File: config.mk
export PLATFORM = sky130hd
export DESIGN_NAME = baud_gen_frac
export DESIGN_NICKNAME = d
export VERILOG_FILES = /design/src/rtl/baud_gen_frac_pkg.sv /design/src/rtl/baud_gen_frac.sv
export SDC_FILE = /design/constraint.sdc
export NUM_CORES = 1
export LEC_CHECK = 0
export ABC_AREA = 1
export BUFFER_PORTS_ARGS = -buffer_cell sky130_fd_sc_hd__buf_2
export CAP_MARGIN = 20
export CELL_PAD_IN_SITES_DETAIL_PLACEMENT = 0
export CELL_PAD_IN_SITES_GLOBAL_PLACEMENT = 1
export CORE_UTILIZATION = 47
export DETAILED_ROUTE_END_ITERATION = 8
export GPL_TIMING_DRIVEN = 0
export PLACE_DENSITY_LB_ADDON = 0.2
export REMOVE_ABC_BUFFERS = 1
export SLEW_MARGIN = 20
export SYNTH_ARGS = -nofsm -noshare
export SYNTH_HDL_FRONTEND = slang
export SYNTH_SLANG_ARGS = --single-unit
export TNS_END_PERCENT = 1
File: constraint.sdc
create_clock -name clk_3125 -period 5.6 [get_ports clk_3125]
set_input_delay 0.84 -clock clk_3125 [delete_from_list [all_inputs] [get_ports clk_3125]]
set_output_delay 0.84 -clock clk_3125 [all_outputs]
set_load 0.02 [all_outputs]
File: src/rtl/baud_gen_frac_pkg.sv
// Shared definitions for the fractional baud generator: config FSM encoding
// and the elaboration-time default phase increment.
package baud_pkg;

    typedef enum logic {
        IDLE    = 1'b0,
        PENDING = 1'b1
    } cfg_state_t;

    // round(baud * oversample * 2^acc_w / sys_clk), all in 64-bit arithmetic
    function automatic logic [63:0] calc_def_incr(
        input longint unsigned sys_clk,
        input longint unsigned baud,
        input longint unsigned oversample,
        input int unsigned     acc_w
    );
        longint unsigned num;
        num = (baud * oversample) << acc_w;
        return (num + sys_clk / 2) / sys_clk;
    endfunction

endpackage

File: src/rtl/baud_gen_frac.sv
// Fractional-N oversample/bit tick generator: a phase accumulator whose carry
// produces oversample strobes, with increment updates deferred to bit boundaries.
module baud_gen_frac
    import baud_pkg::*;
#(
    parameter int unsigned SYS_CLK    = 3125000,
    parameter int unsigned BAUD       = 115200,
    parameter int unsigned OVERSAMPLE = 16,
    parameter int unsigned ACC_W      = 24
) (
    input  logic                          clk_3125,
    input  logic                          reset,
    input  logic                          i_en,
    input  logic                          i_sync,
    input  logic                          i_cfg_valid,
    input  logic [ACC_W-1:0]              i_cfg_incr,
    output logic                          o_cfg_ready,
    output logic                          o_os_tick,
    output logic                          o_bit_tick,
    output logic [$clog2(OVERSAMPLE)-1:0] o_os_idx
);

    localparam int unsigned      IDX_W    = $clog2(OVERSAMPLE);
    localparam logic [ACC_W-1:0] DEF_INCR =
        ACC_W'(calc_def_incr(SYS_CLK, BAUD, OVERSAMPLE, ACC_W));

    logic [ACC_W-1:0] acc;
    logic [ACC_W-1:0] incr;
    logic [ACC_W-1:0] pending;
    logic [ACC_W:0]   sum;
    logic             carry;
    logic             capture;
    logic             apply;
    cfg_state_t       state;
    cfg_state_t       state_nxt;

    assign sum   = {1'b0, acc} + {1'b0, incr};
    assign carry = sum[ACC_W];

    // Ticks are registered from the carry, so sync/disable clearing them here
    // also suppresses the strobe that would otherwise appear next cycle.
    always_ff @(posedge clk_3125 or negedge reset) begin
        if (!reset) begin
            acc        <= '0;
            o_os_idx   <= '0;
            o_os_tick  <= 1'b0;
            o_bit_tick <= 1'b0;
        end else if (i_sync) begin
            acc        <= '0;
            o_os_idx   <= '0;
            o_os_tick  <= 1'b0;
            o_bit_tick <= 1'b0;
        end else if (i_en) begin
            acc        <= sum[ACC_W-1:0];
            o_os_tick  <= carry;
            o_bit_tick <= carry && (&o_os_idx);
            if (carry) begin
                o_os_idx <= o_os_idx + IDX_W'(1);
            end
        end else begin
            o_os_tick  <= 1'b0;
            o_bit_tick <= 1'b0;
        end
    end

    always_ff @(posedge clk_3125 or negedge reset) begin
        if (!reset) begin
            state <= IDLE;
        end else begin
            state <= state_nxt;
        end
    end

    always_comb begin
        state_nxt = state;
        apply     = 1'b0;
        case (state)
            IDLE: begin
                if (i_cfg_valid) begin
                    state_nxt = PENDING;
                end
            end
            PENDING: begin
                if (o_bit_tick || i_sync || !i_en) begin
                    state_nxt = IDLE;
                    apply     = 1'b1;
                end
            end
            default: state_nxt = IDLE;
        endcase
    end

    always_comb begin
        o_cfg_ready = (state == IDLE);
        capture     = (state == IDLE) && i_cfg_valid;
    end

    always_ff @(posedge clk_3125 or negedge reset) begin
        if (!reset) begin
            pending <= '0;
            incr    <= DEF_INCR;
        end else begin
            if (capture) begin
                pending <= i_cfg_incr;
            end
            if (apply) begin
                incr <= pending;
            end
        end
    end

endmodule

# Word-level counts from Yosys, hierarchy flattened
# Index checks and enable logic that the tools add are counted.
# word_totals
input_bits	29
regBits	79
out_inout_bits	7
word_cells	33
# op_classes
bitwise_logic	1
addsub	2
reduce_logical	9
muxes	14
# op_table
operator	count
24-bit two-way mux	2
24-bit by 24-bit adder with 25-bit output	1
4-bit two-way mux	3
1-bit two-way mux	8
4-bit by 1-bit adder with 4-bit output (second input constant)	1
4-bit AND reduction	1
2-bit nonzero test	2
1-bit logical AND	2
1-bit logical OR	2
1-bit one-hot mux with 2 select lines	1
2-bit AND reduction	1
1-bit zero test	1
1-bit NOT	1

# Logic depth before layout (Yosys ltp)
# logic_depth
depth_word	4
depth_mapped	12

# Worst setup path before layout
# Ideal clock, no wire load.
# synth_path
path_kind	register to register
start	register acc[0]
end	register o_os_idx[0]
arrival_time_ps	1777
required_time_ps	5534
slack_ps	3757
path_stages_with_launch	12
cell_sequence	dfrtp_1 ha_1 fa_1 nand2_1 nand2_1 nand3_1 nand2_1 nand2_1 nand3_2 nand2_1 nand3_1 nand2_1
# synth_between
elab_chain_len	3
# synth_rtl
item	line	rtl
from (decl)	baud_gen_frac.sv:27	logic [ACC_W-1:0] acc;
from (signal assigned)	baud_gen_frac.sv:54	acc <= sum[ACC_W-1:0];
24-bit by 24-bit adder with 25-bit output	baud_gen_frac.sv:37	assign sum = {1'b0, acc} + {1'b0, incr};
2-bit nonzero test (no source line)	n/a	
2-bit AND reduction (no source line)	n/a	
to (signal assigned)	baud_gen_frac.sv:58	o_os_idx <= o_os_idx + IDX_W'(1);
to (decl)	baud_gen_frac.sv:20	output logic [$clog2(OVERSAMPLE)-1:0] o_os_idx
# No other way between the ends.
# A chain may end at the register's enable or synchronous reset.

# Worst setup path after layout
# layout_path
start	input i_en
end	register incr[0]
# layout_between
elab_chain_len	4
# layout_rtl
item	line	rtl
from (decl)	baud_gen_frac.sv:13	input logic i_en,
1-bit zero test	baud_gen_frac.sv:84	if (o_bit_tick || i_sync || !i_en) begin
1-bit logical OR	baud_gen_frac.sv:84	
1-bit two-way mux	baud_gen_frac.sv:84	
1-bit two-way mux	baud_gen_frac.sv:77	case (state)
to (signal assigned)	baud_gen_frac.sv:107	incr <= pending;
to (decl)	baud_gen_frac.sv:28	logic [ACC_W-1:0] incr;
# No other way between the ends.

==> impl_metrics.tcl <==
set metrics [dict create \
    area.growth.synth_to_final_pct 12.5 \
    drt_first_iter_violations 125 \
    finalPower_uw 2100 \
    final_max_slew_viol_count 0 \
    synth-compound-area-share_pct 9.67 \
    synth_top_area_share_pct 33.1 \
    status "finished clean" \
    layout.nets 772 \
    arrival_ns 2.65 \
    tightest_slew_ns 0.627 \
    cts-root-buf "clkbuf_8" \
    vdd_ir_drop_max_uv 171 \
    max-cap-violations 0 \
    cp_top_family "buffers and inverters" \
    finalCriticalPeriod_ns 2.39 \
    yosysWarnings 0 \
    cts_buffers 9 \
    yosys-top-cells-area "dfrtp_1 (33%), nand2_1 (19%), inv_1 (9.0%)" \
    crit_type "in2reg" \
    tns_ns 0 \
    synth_top_family_by_area "simple AND/OR/NAND/NOR gates" \
    die-area_sq_um 10500 \
    port_buffers 35 \
    dpl_cell_area_sq_um 5110 \
    synthFlopType "dfrtp_1" \
    drc 0 \
    syn_inst 680 \
    synth_cell_types 28 \
    setup_slack_ns 3.21 \
    avgSynthCellArea_sq_um 7.00 \
    boundaryPins 36 \
    cts_tree "done" \
    p_leak_uw 0.00304 \
    fillers 980 \
    cp-start-kind "input port" \
    worstPathMaxFanout 26 \
    synth_area_leader_cell "dfrtp_1" \
    start_util_pct 48.5 \
    clk_pin_slew_ns 0.07 \
    drive_gt1_share_pct 10.7 \
    synth_edf_count 0 \
    grt_max_degree 52 \
    synthArstFlopShare_pct 100 \
    postCtsSetupBuffers 0 \
    grt_pass1_vias 3992 \
    hold_viol_final 0 \
    ctsHoldBuffers 0 \
    post-place-ws_ns 2.54 \
    cts_sinks 79 \
    mostFrequentLayoutCells "nand2_1 (240), inv_1 (114), dfrtp_1 (63)" \
    vias_per_cell 4.83 \
    design_area_sq_um 5360 \
    crit_buf_inv 4 \
    syn_area_sq_um 4760 \
    synthSimpleGateAreaFrac_pct 30.3 \
    grt_overflow_total 0 \
    yosysSeqAreaShare_pct 41.9 \
    setup_viol 0 \
    yosys.area_share.xor_xnor_pct 0.368 \
    clock_latency_ns 0.36 \
    clockBufferDepth 2 \
    gr-usage-all-layers_pct 22.9 \
    fmax_ghz 0.418 \
    fin_skew_ns 0.00943 \
    post-route-period-util_pct 42.7 \
    synth_seq_cells 79 \
    routedWlPerCell_um 12.4 \
    crit_path_frequent_cell "inv_2" \
    grt_first_pass_wirelength_um 18300 \
    synth_adder_area_share_pct 6.99 \
    n_antenna_cell 0 \
    core_area_sq_um 9820 \
    hp-class "in2async" \
    slowest_delay_ns 0.55 \
    grt_setup_unrepaired "false" \
    wirelength_um 10600 \
    die_h_um 103 \
    antenna_found_initial 0 \
    die_w_um 103 \
    final_common_cell "nand2_1" \
    post-dp-hpwl_um 8210 \
    rows 36 \
    vias 4127 \
    synthMuxAreaShare_pct 0 \
    crit_required_ns 5.86 \
    power.density_nw_per_um2 392 \
    htree_levels 3 \
    worst-path-stages 8 \
    place_congestion 0.892 \
    cp_cell_sequence "buf_2 -> inv_2 -> nor2_4 -> inv_2 -> o21ai_4 -> buf_16 -> nand2_1 -> o21ai_0" \
    dr.pass1.iters 4 \
    ant_nets 0 \
    ff2ff_path_depth 11 \
    end_kind "flop" \
    max_slew_margin_pct 58.0 \
    critPathSlowestCell "o21ai_4" \
    cts_resized 0 \
    fin_util_pct 54.6 \
]
[where the power goes]
| group | switching, uW | internal (uW) | total, uW |
|---|---|---|---|
| clock network | 199 | 273 | 473 |
| registers | 68.5 | 716 | 784 |
| logic | 558 | 287 | 845 |
| total | 826 | 1280 | 2100 |
[routing by layer]
metal | GRT usage (%) | vias to the layer above | routed length (um)
met4 | 9.56 | 0 | 197
met3 | 2.98 | 14 | 225
met5 | 0 | - | 0
met2 | 37.8 | 38 | 4720
li1 | - | 2187 | -
met1 | 30.2 | 1888 | 5430
[layout make-up]
type / instances / area (sq um) / area share (%)
multi-input combinational: 472 / 2260 / 42.2
sequential: 79 / 2000 / 37.3
inverter: 116 / 435 / 8.13
timing repair buffer: 39 / 275 / 5.14
tap: 133 / 166 / 3.11
clock buffer: 12 / 155 / 2.90
clock inverter: 3 / 67.6 / 1.26
[through the flow]
| step | cells | hold WS (ns) |
|---|---|---|
| after CTS | 853 | 0.409 |
| after floorplan | 667 | 0.455 |
| final | 854 | 0.408 |
| after global placement | 835 | 0.469 |
| after detailed placement | 838 | 0.478 |
| after global routing | 854 | 0.427 |
[worst paths after layout]
| kind | start | end | slack [ns] |
|---|---|---|---|
| worst max-delay path | i_en | incr[0]$_DFFE_PN1P_ | 3.21 |
| worst min-delay path | reset | acc[2]$_DFFE_PN0P_ | 0.41 |
| worst max register to register | acc[0]$_DFFE_PN0P_ | o_os_idx[1]$_DFFE_PN0P_ | 3.33 |
| worst min register to register | incr[2]$_DFFE_PN1P_ | incr[2]$_DFFE_PN1P_ | 0.48 |
| max in group asynchronous | reset | incr[14]$_DFFE_PN1P_ | 4.57 |
| min in group clk_3125 | incr[2]$_DFFE_PN1P_ | incr[2]$_DFFE_PN1P_ | 0.48 |
[Yosys cell counts (3+ instances only)]
library cell  instances
nand2_1             241
inv_1               114
dfrtp_1              63
nor2_1               62
a21oi_1              43
nand3_1              35
o21ai_0              35
ha_1                 25
dfstp_2              16
nand4_1               9
clkbuf_1              7
buf_6                 3
nand3b_1              3
nor3_1                3
o21ai_1               3
[worst register-to-register path, cell delays in order (launching register included)]
cell     delay [ns]
dfrtp_1        0.39
ha_1           0.25
fa_1           0.45
nand2_1        0.11
nand2_1        0.11
nand3_1        0.11
nand2_1        0.15
nand2_1        0.12
nand3_2        0.16
nand2_1        0.22
nand3_1        0.10
nand2_1        0.07
[registers in the layout (all words and copies together), names as in the netlist]
| register | cells |
|---|---|
| acc | 24 |
| incr | 24 |
| o_bit_tick | 1 |
| o_os_idx | 4 |
| o_os_tick | 1 |
| pending | 24 |
| state | 1 |
[logic make-up (layout without fill, tap and decap cells)]
family	count (synthesis)	in the layout
and+or+nand+nor	357	357
buffers and inverters	129	170
AOI/OAI and AO/OA	87	87
DFF	79	79
adders and majority gates	26	26
xor gates and xnor gates	2	2
(Power assumes the default switching activity.)
